`src/rtl/regfile_pkg.sv`:
```
// Shared definitions for the integer register-file write scoreboard.
//   NUM_REGS   architectural registers tracked (x0 hardwired, never pending)
//   ADDR_W     register address width
//   CNT_W      per-register in-flight counter width
//   reg_addr_t register index type
//   sb_cnt_t   in-flight write counter type
//   SB_CNT_MAX saturation value of an in-flight counter
package regfile_pkg;

  localparam int unsigned NUM_REGS = 32;
  localparam int unsigned ADDR_W   = 5;
  localparam int unsigned CNT_W    = 2;

  typedef logic [ADDR_W-1:0] reg_addr_t;
  typedef logic [CNT_W-1:0]  sb_cnt_t;

  localparam sb_cnt_t SB_CNT_MAX = '1;

endpackage

```
`src/rtl/sb_entry.sv`:
```
// One scoreboard entry: in-flight write counter for a single register.
// Ports:
//   clk_i        pipeline clock
//   rst_i        asynchronous reset, active-high
//   inc_i        a write to this register was issued
//   dec_i        a write to this register retired in writeback
//   cnt_o        current number of outstanding writes
//   busy_o       cnt_o != 0
//   underflow_o  writeback arrived while no write was outstanding
module sb_entry
  import regfile_pkg::*;
(
  input  logic    clk_i,
  input  logic    rst_i,
  input  logic    inc_i,
  input  logic    dec_i,
  output sb_cnt_t cnt_o,
  output logic    busy_o,
  output logic    underflow_o
);

  sb_cnt_t cnt_q;

  // A writeback hitting an empty counter is discarded, so a simultaneous
  // issue still counts; otherwise increment and decrement cancel.
  always_ff @(posedge clk_i or posedge rst_i) begin
    if (rst_i) begin
      cnt_q <= '0;
    end else if (inc_i && !dec_i && cnt_q != SB_CNT_MAX) begin
      cnt_q <= cnt_q + sb_cnt_t'(1);
    end else if (dec_i && !inc_i && cnt_q != '0) begin
      cnt_q <= cnt_q - sb_cnt_t'(1);
    end else if (inc_i && dec_i && cnt_q == '0) begin
      cnt_q <= sb_cnt_t'(1);
    end
  end

  assign cnt_o       = cnt_q;
  assign busy_o      = (cnt_q != '0);
  assign underflow_o = dec_i & (cnt_q == '0);

endmodule

```
`src/rtl/regfile_scoreboard.sv`:
```
// Hazard-tracking scoreboard for the register-file write side of the
// non-forwarding pipeline. Counts in-flight writes per destination from
// issue to writeback and stalls decode on a pending source or a full counter.
// Optional feature macro: SCOREBOARD_WB_BYPASS_EN -- a source whose last
// outstanding write is in writeback this cycle is not hazardous (regfile
// write-through read).
// Ports:
//   clk_i, rst_i                  clock, asynchronous active-high reset
//   issue_valid_i                 ID instruction attempting issue
//   issue_rd_wren_i/_addr_i       issuing instruction's destination
//   rs1_used_i/rs1_addr_i         source 1
//   rs2_used_i/rs2_addr_i         source 2
//   flush_i                       ID instruction squashed
//   wb_valid_i/wb_rd_addr_i       writeback register write
//   stall_o                       hold IF/ID, bubble EX (combinational)
//   pending_o                     per-register counter != 0
//   err_o                         sticky writeback-without-pending-write flag
module regfile_scoreboard
  import regfile_pkg::*;
(
  input  logic                clk_i,
  input  logic                rst_i,
  input  logic                issue_valid_i,
  input  logic                issue_rd_wren_i,
  input  logic [ADDR_W-1:0]   issue_rd_addr_i,
  input  logic                rs1_used_i,
  input  logic [ADDR_W-1:0]   rs1_addr_i,
  input  logic                rs2_used_i,
  input  logic [ADDR_W-1:0]   rs2_addr_i,
  input  logic                flush_i,
  input  logic                wb_valid_i,
  input  logic [ADDR_W-1:0]   wb_rd_addr_i,
  output logic                stall_o,
  output logic [NUM_REGS-1:0] pending_o,
  output logic                err_o
);

  sb_cnt_t               cnt [NUM_REGS];
  logic [NUM_REGS-1:0]   busy;
  logic [NUM_REGS-1:1]   inc;
  logic [NUM_REGS-1:1]   dec;
  logic [NUM_REGS-1:1]   uflow;
  logic                  res1, res2;
  logic                  haz1, haz2, full;
  logic                  accept;
  logic                  err_q;

  assign cnt[0]  = '0;
  assign busy[0] = 1'b0;

  for (genvar r = 1; r < NUM_REGS; r++) begin : g_entry
    sb_entry u_entry (
      .clk_i       (clk_i),
      .rst_i       (rst_i),
      .inc_i       (inc[r]),
      .dec_i       (dec[r]),
      .cnt_o       (cnt[r]),
      .busy_o      (busy[r]),
      .underflow_o (uflow[r])
    );
  end

`ifdef SCOREBOARD_WB_BYPASS_EN
  assign res1 = wb_valid_i && wb_rd_addr_i == rs1_addr_i && cnt[rs1_addr_i] == sb_cnt_t'(1);
  assign res2 = wb_valid_i && wb_rd_addr_i == rs2_addr_i && cnt[rs2_addr_i] == sb_cnt_t'(1);
`else
  assign res1 = 1'b0;
  assign res2 = 1'b0;
`endif

  // cnt[0] is constant zero, so x0 can never be hazardous or full.
  assign haz1 = rs1_used_i && rs1_addr_i != '0 && cnt[rs1_addr_i] != '0 && !res1;
  assign haz2 = rs2_used_i && rs2_addr_i != '0 && cnt[rs2_addr_i] != '0 && !res2;
  assign full = issue_rd_wren_i && issue_rd_addr_i != '0 &&
                cnt[issue_rd_addr_i] == SB_CNT_MAX;

  assign stall_o = issue_valid_i & ~flush_i & (haz1 | haz2 | full);
  assign accept  = issue_valid_i & ~flush_i & ~stall_o;

  always_comb begin
    inc = '0;
    dec = '0;
    for (int unsigned r = 1; r < NUM_REGS; r++) begin
      inc[r] = accept && issue_rd_wren_i && issue_rd_addr_i == reg_addr_t'(r);
      dec[r] = wb_valid_i && wb_rd_addr_i == reg_addr_t'(r);
    end
  end

  always_ff @(posedge clk_i or posedge rst_i) begin
    if (rst_i) begin
      err_q <= 1'b0;
    end else if (|uflow) begin
      err_q <= 1'b1;
    end
  end

  assign pending_o = busy;
  assign err_o     = err_q;

endmodule

```
`config.mk`:
```
export PLATFORM = sky130hd
export DESIGN_NAME = regfile_scoreboard
export DESIGN_NICKNAME = d
export VERILOG_FILES = /design/src/rtl/regfile_pkg.sv /design/src/rtl/sb_entry.sv /design/src/rtl/regfile_scoreboard.sv
export SDC_FILE = /design/constraint.sdc
export NUM_CORES = 1
export LEC_CHECK = 0
export ABC_AREA = 0
export BUFFER_PORTS_ARGS = -buffer_cell sky130_fd_sc_hd__buf_2
export CORE_ASPECT_RATIO = 1.2
export CORE_MARGIN = 2
export CORE_UTILIZATION = 55
export DETAILED_ROUTE_END_ITERATION = 10
export PLACE_DENSITY = 0.77
export SYNTH_ARGS = -nofsm -noshare
export SYNTH_HDL_FRONTEND = slang
export SYNTH_SLANG_ARGS = --single-unit
export TNS_END_PERCENT = 100
```
`constraint.sdc`:
```
create_clock -name clk_i -period 3 [get_ports clk_i]
set_input_delay 0.45 -clock clk_i [delete_from_list [all_inputs] [get_ports clk_i]]
set_output_delay 0.45 -clock clk_i [all_outputs]
set_load 0.1 [all_outputs]
```
# Word-level counts from Yosys, hierarchy flattened
# Index checks and enable logic that the tools add are counted.
# op_classes
bitwise,41
magnitude_cmp,3
reduce_logical,416
muxes,102
add_sub_neg,62
shift,0
div_mod_pow,0
n_eq_ne,94
multipliers,0
# ops
op,n
1-bit logical AND,255
2-bit 2-to-1 mux,99
5-bit == test (second input constant),32
3-bit nonzero test,31
5-bit by 4-bit == test with 1-bit output (second input constant),16
2-bit nonzero test,33
2-bit by 1-bit adder with 2-bit output (second input constant),31
1-bit zero test,62
2-bit zero test,31
2-bit != test (second input constant),31
2-bit by 1-bit subtractor with 2-bit output (second input constant),31
5-bit by 3-bit == test with 1-bit output (second input constant),8
1-bit AND,34
31-bit OR reduction,1
2-bit binary-select mux with 5-bit select,3
5-bit by 2-bit == test with 1-bit output (second input constant),4
6-bit >= comparator (second input constant),3
5-bit inverter with 6-bit output,3
5-bit nonzero test,3
5-bit by 1-bit == test with 1-bit output (second input constant),2
2-bit == test (second input constant),1
1-bit inverter,2
1-bit bitwise OR,2
# totals
romBits,0
out_inout_bits,34
inputBits,28
ram_bits,0
register_bits,63
latch_bits,0
n_memories,0
wordCells,750

# Longest topological paths before layout
# depth
ltp_word,18
mapped_depth,13
depth_no_buf,8

# Modules after synthesis
# A second synthesis with hierarchy kept.
# unflattened
hier_cells,961
hier_area_um2,7583.5
# modules_own_cells
mod,cells_each,area_per_inst_um2,seq_area_each_um2,instances
sb_entry,21,180.2,50.0,31
regfile_scoreboard,310,1998.2,25.0,1

# Least setup slack after synthesis
# Ideal clock, no wire load.
# synth_timing
kind,input port to output port
start,input port rs1_addr_i[0]
end,output port stall_o
path_buffers,3
t_required_ps,2550
arrival_time_ps,3616
path_stages,9
slack_ps,-1066
cell_sequence,buf_2 inv_1 mux4_2 nand2_1 a221oi_2 o32a_1 clkbuf_1 buf_2 a21oi_1
# synth_between
elab_chain_len,9
word_cells_on_any_way,11
cone_classes,mux: 3; bitwise: 4; reduce/logical: 4
# synth_lines
element,line,text
from (decl),regfile_scoreboard.sv:27,"input logic [ADDR_W-1:0] rs1_addr_i,"
5-bit inverter with 6-bit output (implied by the code),regfile_scoreboard.sv:72,assign haz1 = rs1_used_i && rs1_addr_i != '0 && cnt[rs1_addr_i] != '0 && !res1;
2-bit binary-select mux with 5-bit select,regfile_scoreboard.sv:72,
2-bit 2-to-1 mux (implied by the code) (2 in series),regfile_scoreboard.sv:72,
2-bit nonzero test,regfile_scoreboard.sv:72,
1-bit logical AND (*),regfile_scoreboard.sv:72,
1-bit bitwise OR (*) (2 in series),regfile_scoreboard.sv:77,assign stall_o = issue_valid_i & ~flush_i & (haz1 | haz2 | full);
1-bit AND (*),regfile_scoreboard.sv:77,
to (decl),regfile_scoreboard.sv:33,"output logic stall_o,"
# Mark *: on every way between the ends. The rest lies on a longest branch, timed or not. The select of a mux whose other input is x is not followed.

# Worst setup path in the final report
# layout_timing
start,register g_entry[11].u_entry.cnt_q[1]
end,register g_entry[22].u_entry.cnt_q[1]
# layout_between
elab_chain_len,17
word_cells_on_any_way,32
cone_classes,eq/ne: 1; mux: 11; bitwise: 5; reduce/logical: 15
# layout_lines
element,line,text
from (decl),sb_entry.sv:22,sb_cnt_t cnt_q;
from (signal assigned),sb_entry.sv:30,cnt_q <= cnt_q + sb_cnt_t'(1);
from (signal assigned),sb_entry.sv:32,cnt_q <= cnt_q - sb_cnt_t'(1);
from (signal assigned),sb_entry.sv:34,cnt_q <= sb_cnt_t'(1);
2-bit binary-select mux with 5-bit select (on tied branches),"regfile_scoreboard.sv:72, regfile_scoreboard.sv:73",
2-bit 2-to-1 mux (on tied branches) (2 in series),"regfile_scoreboard.sv:72, regfile_scoreboard.sv:73",
2-bit nonzero test (on tied branches),"regfile_scoreboard.sv:72, regfile_scoreboard.sv:73",
1-bit logical AND (on tied branches),"regfile_scoreboard.sv:72, regfile_scoreboard.sv:73",
1-bit bitwise OR,regfile_scoreboard.sv:77,
1-bit bitwise OR (*),regfile_scoreboard.sv:77,
1-bit AND (*),regfile_scoreboard.sv:77,
1-bit inverter (*),regfile_scoreboard.sv:78,assign accept = issue_valid_i & ~flush_i & ~stall_o;
1-bit AND (*),regfile_scoreboard.sv:78,
1-bit logical AND (*) (2 in series),regfile_scoreboard.sv:84,inc[r] = accept && issue_rd_wren_i && issue_rd_addr_i == reg_addr_t'(r);
1-bit zero test,sb_entry.sv:31,end else if (dec_i && !inc_i && cnt_q != '0) begin
1-bit logical AND (2 in series),sb_entry.sv:31,
2-bit 2-to-1 mux,sb_entry.sv:31,
2-bit 2-to-1 mux,sb_entry.sv:29,end else if (inc_i && !dec_i && cnt_q != SB_CNT_MAX) begin
to (signal assigned),sb_entry.sv:30,
to (signal assigned),sb_entry.sv:32,
to (signal assigned),sb_entry.sv:34,
to (decl),sb_entry.sv:22,
# Marked as above.
# A chain may end at the register's enable or synchronous reset.

==> results.txt <==
* CTS tree: done
- The number of antenna violations at the first check in global routing came to 0.
* Achievable Freq: 316 MHz
* Final Hold Fails: 0
- OpenSTA, run right after detailed placement, puts the worst setup slack at -0.317 ns.
* Worst slew pin tran: 0.816 ns
- The critical path contains buffers and inverters numbering 4 combined.
- The clock tree synthesis step divided the H-tree into 3 levels.
- Before antenna repair, the detailed router went through 6 iterations.
- In this run the horizontal extent of the chip is approximately 120 µm.
- Leaving out fill and tap cells, the most frequent cells in the layout are sky130_fd_sc_hd__buf_4, sky130_fd_sc_hd__nor2_1, sky130_fd_sc_hd__inv_1, sky130_fd_sc_hd__nand2_1, sky130_fd_sc_hd__nor3_1.
- The number of pins with negative max-slew slack in the final report came to 0.
- Per-cell via count in the routed design: approximately 6.8
* CTS Buf Count: 9
* Worst Path Required: ~3.2 ns
- Category of the most critical setup path: flip-flop to flip-flop
- For this run, the register share of the synthesized area comes to 0.177.
* Worst Setup SP: g_entry[11].u_entry.cnt_o[1]$_DFFE_PP0P_
* Remaining max-slew budget at the tightest pin: 0.454
- Max capacitance violation total: 0
- On the critical path, the stage with the largest delay is an instance of sky130_fd_sc_hd__mux4_2.
- Count of antenna diodes in the layout: 0
* Count of flip-flops with a built-in enable after synthesis: 0
- The routed design has ~36000 µm of wire.
* Power density over the cells: 900 nW/µm²
- Relative to the synthesized area, the layout overhead comes to 29.7%.
- Final hold slack: 0.229 ns
* Vias: 10900
* Nets@finish: 1472
- Die Area: 17300 µm²
- Final RePlAce weighted congestion: 1.02
- Master cell of the clock root buffer: sky130_fd_sc_hd__clkbuf_16
- Count of input and output buffers: 60
* Worst flop-to-flop path startpoint: g_entry[11].u_entry.cnt_o[1]$_DFFE_PP0P_
* Run status: finished, violations left
* Layout cells sized above 1: 0.289
* Worst IR Drop VDD: about 0.61 mV
- The floorplan step set the die height to between 100 and 150 µm.
- 62 I/O pins were placed.
- In this design, the critical path's most frequently occurring cell is sky130_fd_sc_hd__buf_4.
* Detailed-route DRC error count: 0
* Worst-path maximum fanout: 14
* Count of state elements after synthesis: 63
* GRT Overall Usage: 0.406
- The library cell used most frequently in the layout, excluding fill and tap cells, is sky130_fd_sc_hd__buf_4.
* Number of rows in the core area: 51
* Worst-case clock buffer depth: 2
- Crit start category: flip-flop
- The number of nets handed over by synthesis was about 1300.
- Summed over all cells, the static leakage comes to 4.86 nW.
- Average instance area after synthesis: between 7 and 8 µm²
- Setup violations remaining at the end of the flow were counted as 36.
* Detailed router's first-iteration violation count: 1155
- Grouping stages by cell kind, the critical path spends the most delay in compound AO/OA/AOI/OAI gates.
- Number of buffers added to fix hold violations after cts: 0
- Dividing the detail-routed wire length by the instance count gives 22.5 µm.
- Post-route total power: 10.4 mW
* Number of global-route vias before repair: 10200
* Pin count of the biggest net entering global routing: 36
* Ratio of final minimum period to clock period: 1.05
- Dominant register cell in the synthesized netlist: sky130_fd_sc_hd__dfrtp_1
- Crit-path max cell delay: about 0.54 ns
- Core utilization of the finished layout: 0.720
- Wire length of the first global-routing pass: 54200 µm
* Post-DP HPWL: roughly 26000 µm
- Post-Synthesis Cells: 1206
- The initial utilization of the core area, before any placement, comes to 0.555.
- The checks that failed: negative setup slack.
- Setup TNS: -2.55 ns
- Element type at the critical path end: flip-flop
- After clock tree synthesis, the clock-pin slew on the worst setup and hold paths is 0.06 ns.
* Post-Syn Area: 8920 µm²
* Overflow left after global routing: 0
- Yosys warning count: 0
- Final worst setup slack: -0.165 ns
- The signal on the critical path passes through nor2_1 -> buf_4 -> a21oi_2 -> mux4_2 -> a221oi_4 -> buf_4 -> o32ai_4 -> buf_12 -> nor4_1 -> buf_4 -> a2bb2oi_1 -> o211ai_1.
* CTS sink cnt: 63
* Setup repair after global routing missed its margin: true
- After synthesis, the netlist uses 83 different library cells.
- WP data arrival: between 3 and 4 ns
- Final clock skew: roughly 0.0096 ns
* Clock latency on the worst-skew pair: 0.35 ns
- Routed Antenna Nets: 0
- FFs w/ async S/R, synth: 1.00
* Period minus WS final: about 3.2 ns
- The min-delay analysis places its worst path in the category input port to async pin.
* Core footprint: 16100 µm²
## report_power, final
group,internal [mW],switching (mW),total (mW)
registers,1.23,0.406,1.63
clock network,0.683,0.434,1.12
logic,2.77,4.89,7.67
## Yosys cell counts (all sizes together), types with 35 or more instances
cell type	n	share of area
nor3	75	0.044
a21oi	60	0.034
inv	109	0.046
ha	62	0.087
dfrtp	63	0.18
o21ai	44	0.025
nand2	100	0.042
nor4	35	0.028
nand4	36	0.025
buf	61	0.044
nand3	37	0.021
nor2	133	0.056
## state kept, by name, summed over array words and instances, names as in the netlist
name	cells
err_o	1
g_entry.u_entry.cnt_o	62
## worst reg2reg max path, stage by stage (launching register included)
cell and delay (ns):
sky130_fd_sc_hd__dfrtp_1 0.37, sky130_fd_sc_hd__nor2_1 0.12, sky130_fd_sc_hd__buf_4 0.16, sky130_fd_sc_hd__a21oi_2 0.07, sky130_fd_sc_hd__mux4_2 0.54, sky130_fd_sc_hd__a221oi_4 0.29, sky130_fd_sc_hd__buf_4 0.16, sky130_fd_sc_hd__o32ai_4 0.16
sky130_fd_sc_hd__buf_12 0.24, sky130_fd_sc_hd__nor4_1 0.44, sky130_fd_sc_hd__buf_4 0.20, sky130_fd_sc_hd__a2bb2oi_1 0.17, sky130_fd_sc_hd__o211ai_1 0.10
## cell families (layout without fill, tap and decap cells)
kind of cell,Yosys count,count (layout),share of synthesized area
simple gates,510,510,0.290
other cells,1,1,0.000420
xor+xnor,2,2,0.00196
buf+inv,198,378,0.102
mux,55,55,0.0913
compound gates,315,315,0.251
flops,63,63,0.177
fa+ha+maj,62,62,0.0870
## final timing paths
kind	end	slack, ns	depth (start not counted)
worst max-delay path	g_entry[22].u_entry.cnt_o[1]$_DFFE_PP0P_	-0.16	12
worst min-delay path	g_entry[8].u_entry.cnt_o[1]$_DFFE_PP0P_	0.23	2
worst max register to register	g_entry[22].u_entry.cnt_o[1]$_DFFE_PP0P_	-0.16	12
worst min register to register	g_entry[20].u_entry.cnt_o[0]$_DFFE_PP0P_	0.60	1
max in group asynchronous	g_entry[3].u_entry.cnt_o[1]$_DFFE_PP0P_	2.07	3
min in group clk_i	g_entry[20].u_entry.cnt_o[0]$_DFFE_PP0P_	0.60	1
## metrics by stage
stage          cells  instance area, µm²
4_1_cts         1581               11000
2_1_floorplan   1206                8960
5_1_grt         1598               11600
3_5_place_dp    1555               10400
6_report        1598               11600
3_3_place_gp    1555               10400
## what timing repair did
| action | in CTS | in global routing |
|---|---|---|
| gates cloned | 3 | 2 |
| resized for setup | 45 | 71 |
| setup endpoints to repair | 24 | 60 |
| buffers inserted | 8 | 15 |
| pin swaps | 14 | 21 |
## metal layers
layer | vias up | GRT usage | part of all wire
met3 | 178 | 0.106 | 0.11
met1 | 5163 | 0.506 | 0.37
met5 | - | 0 | 0
li1 | 4880 | - | -
met4 | 0 | 0.209 | 0.063
met2 | 711 | 0.649 | 0.45
## layout make-up
class | instances | area [µm²]
clock inverter | 3 | 42.5
timing repair buffer | 254 | 2040
inverter | 109 | 409
fill | 1308 | 4510
multi-input combinational | 945 | 6980
tap | 212 | 265
clock buffer | 12 | 256
sequential | 63 | 1580
Power figures use the tool's default switching activity.
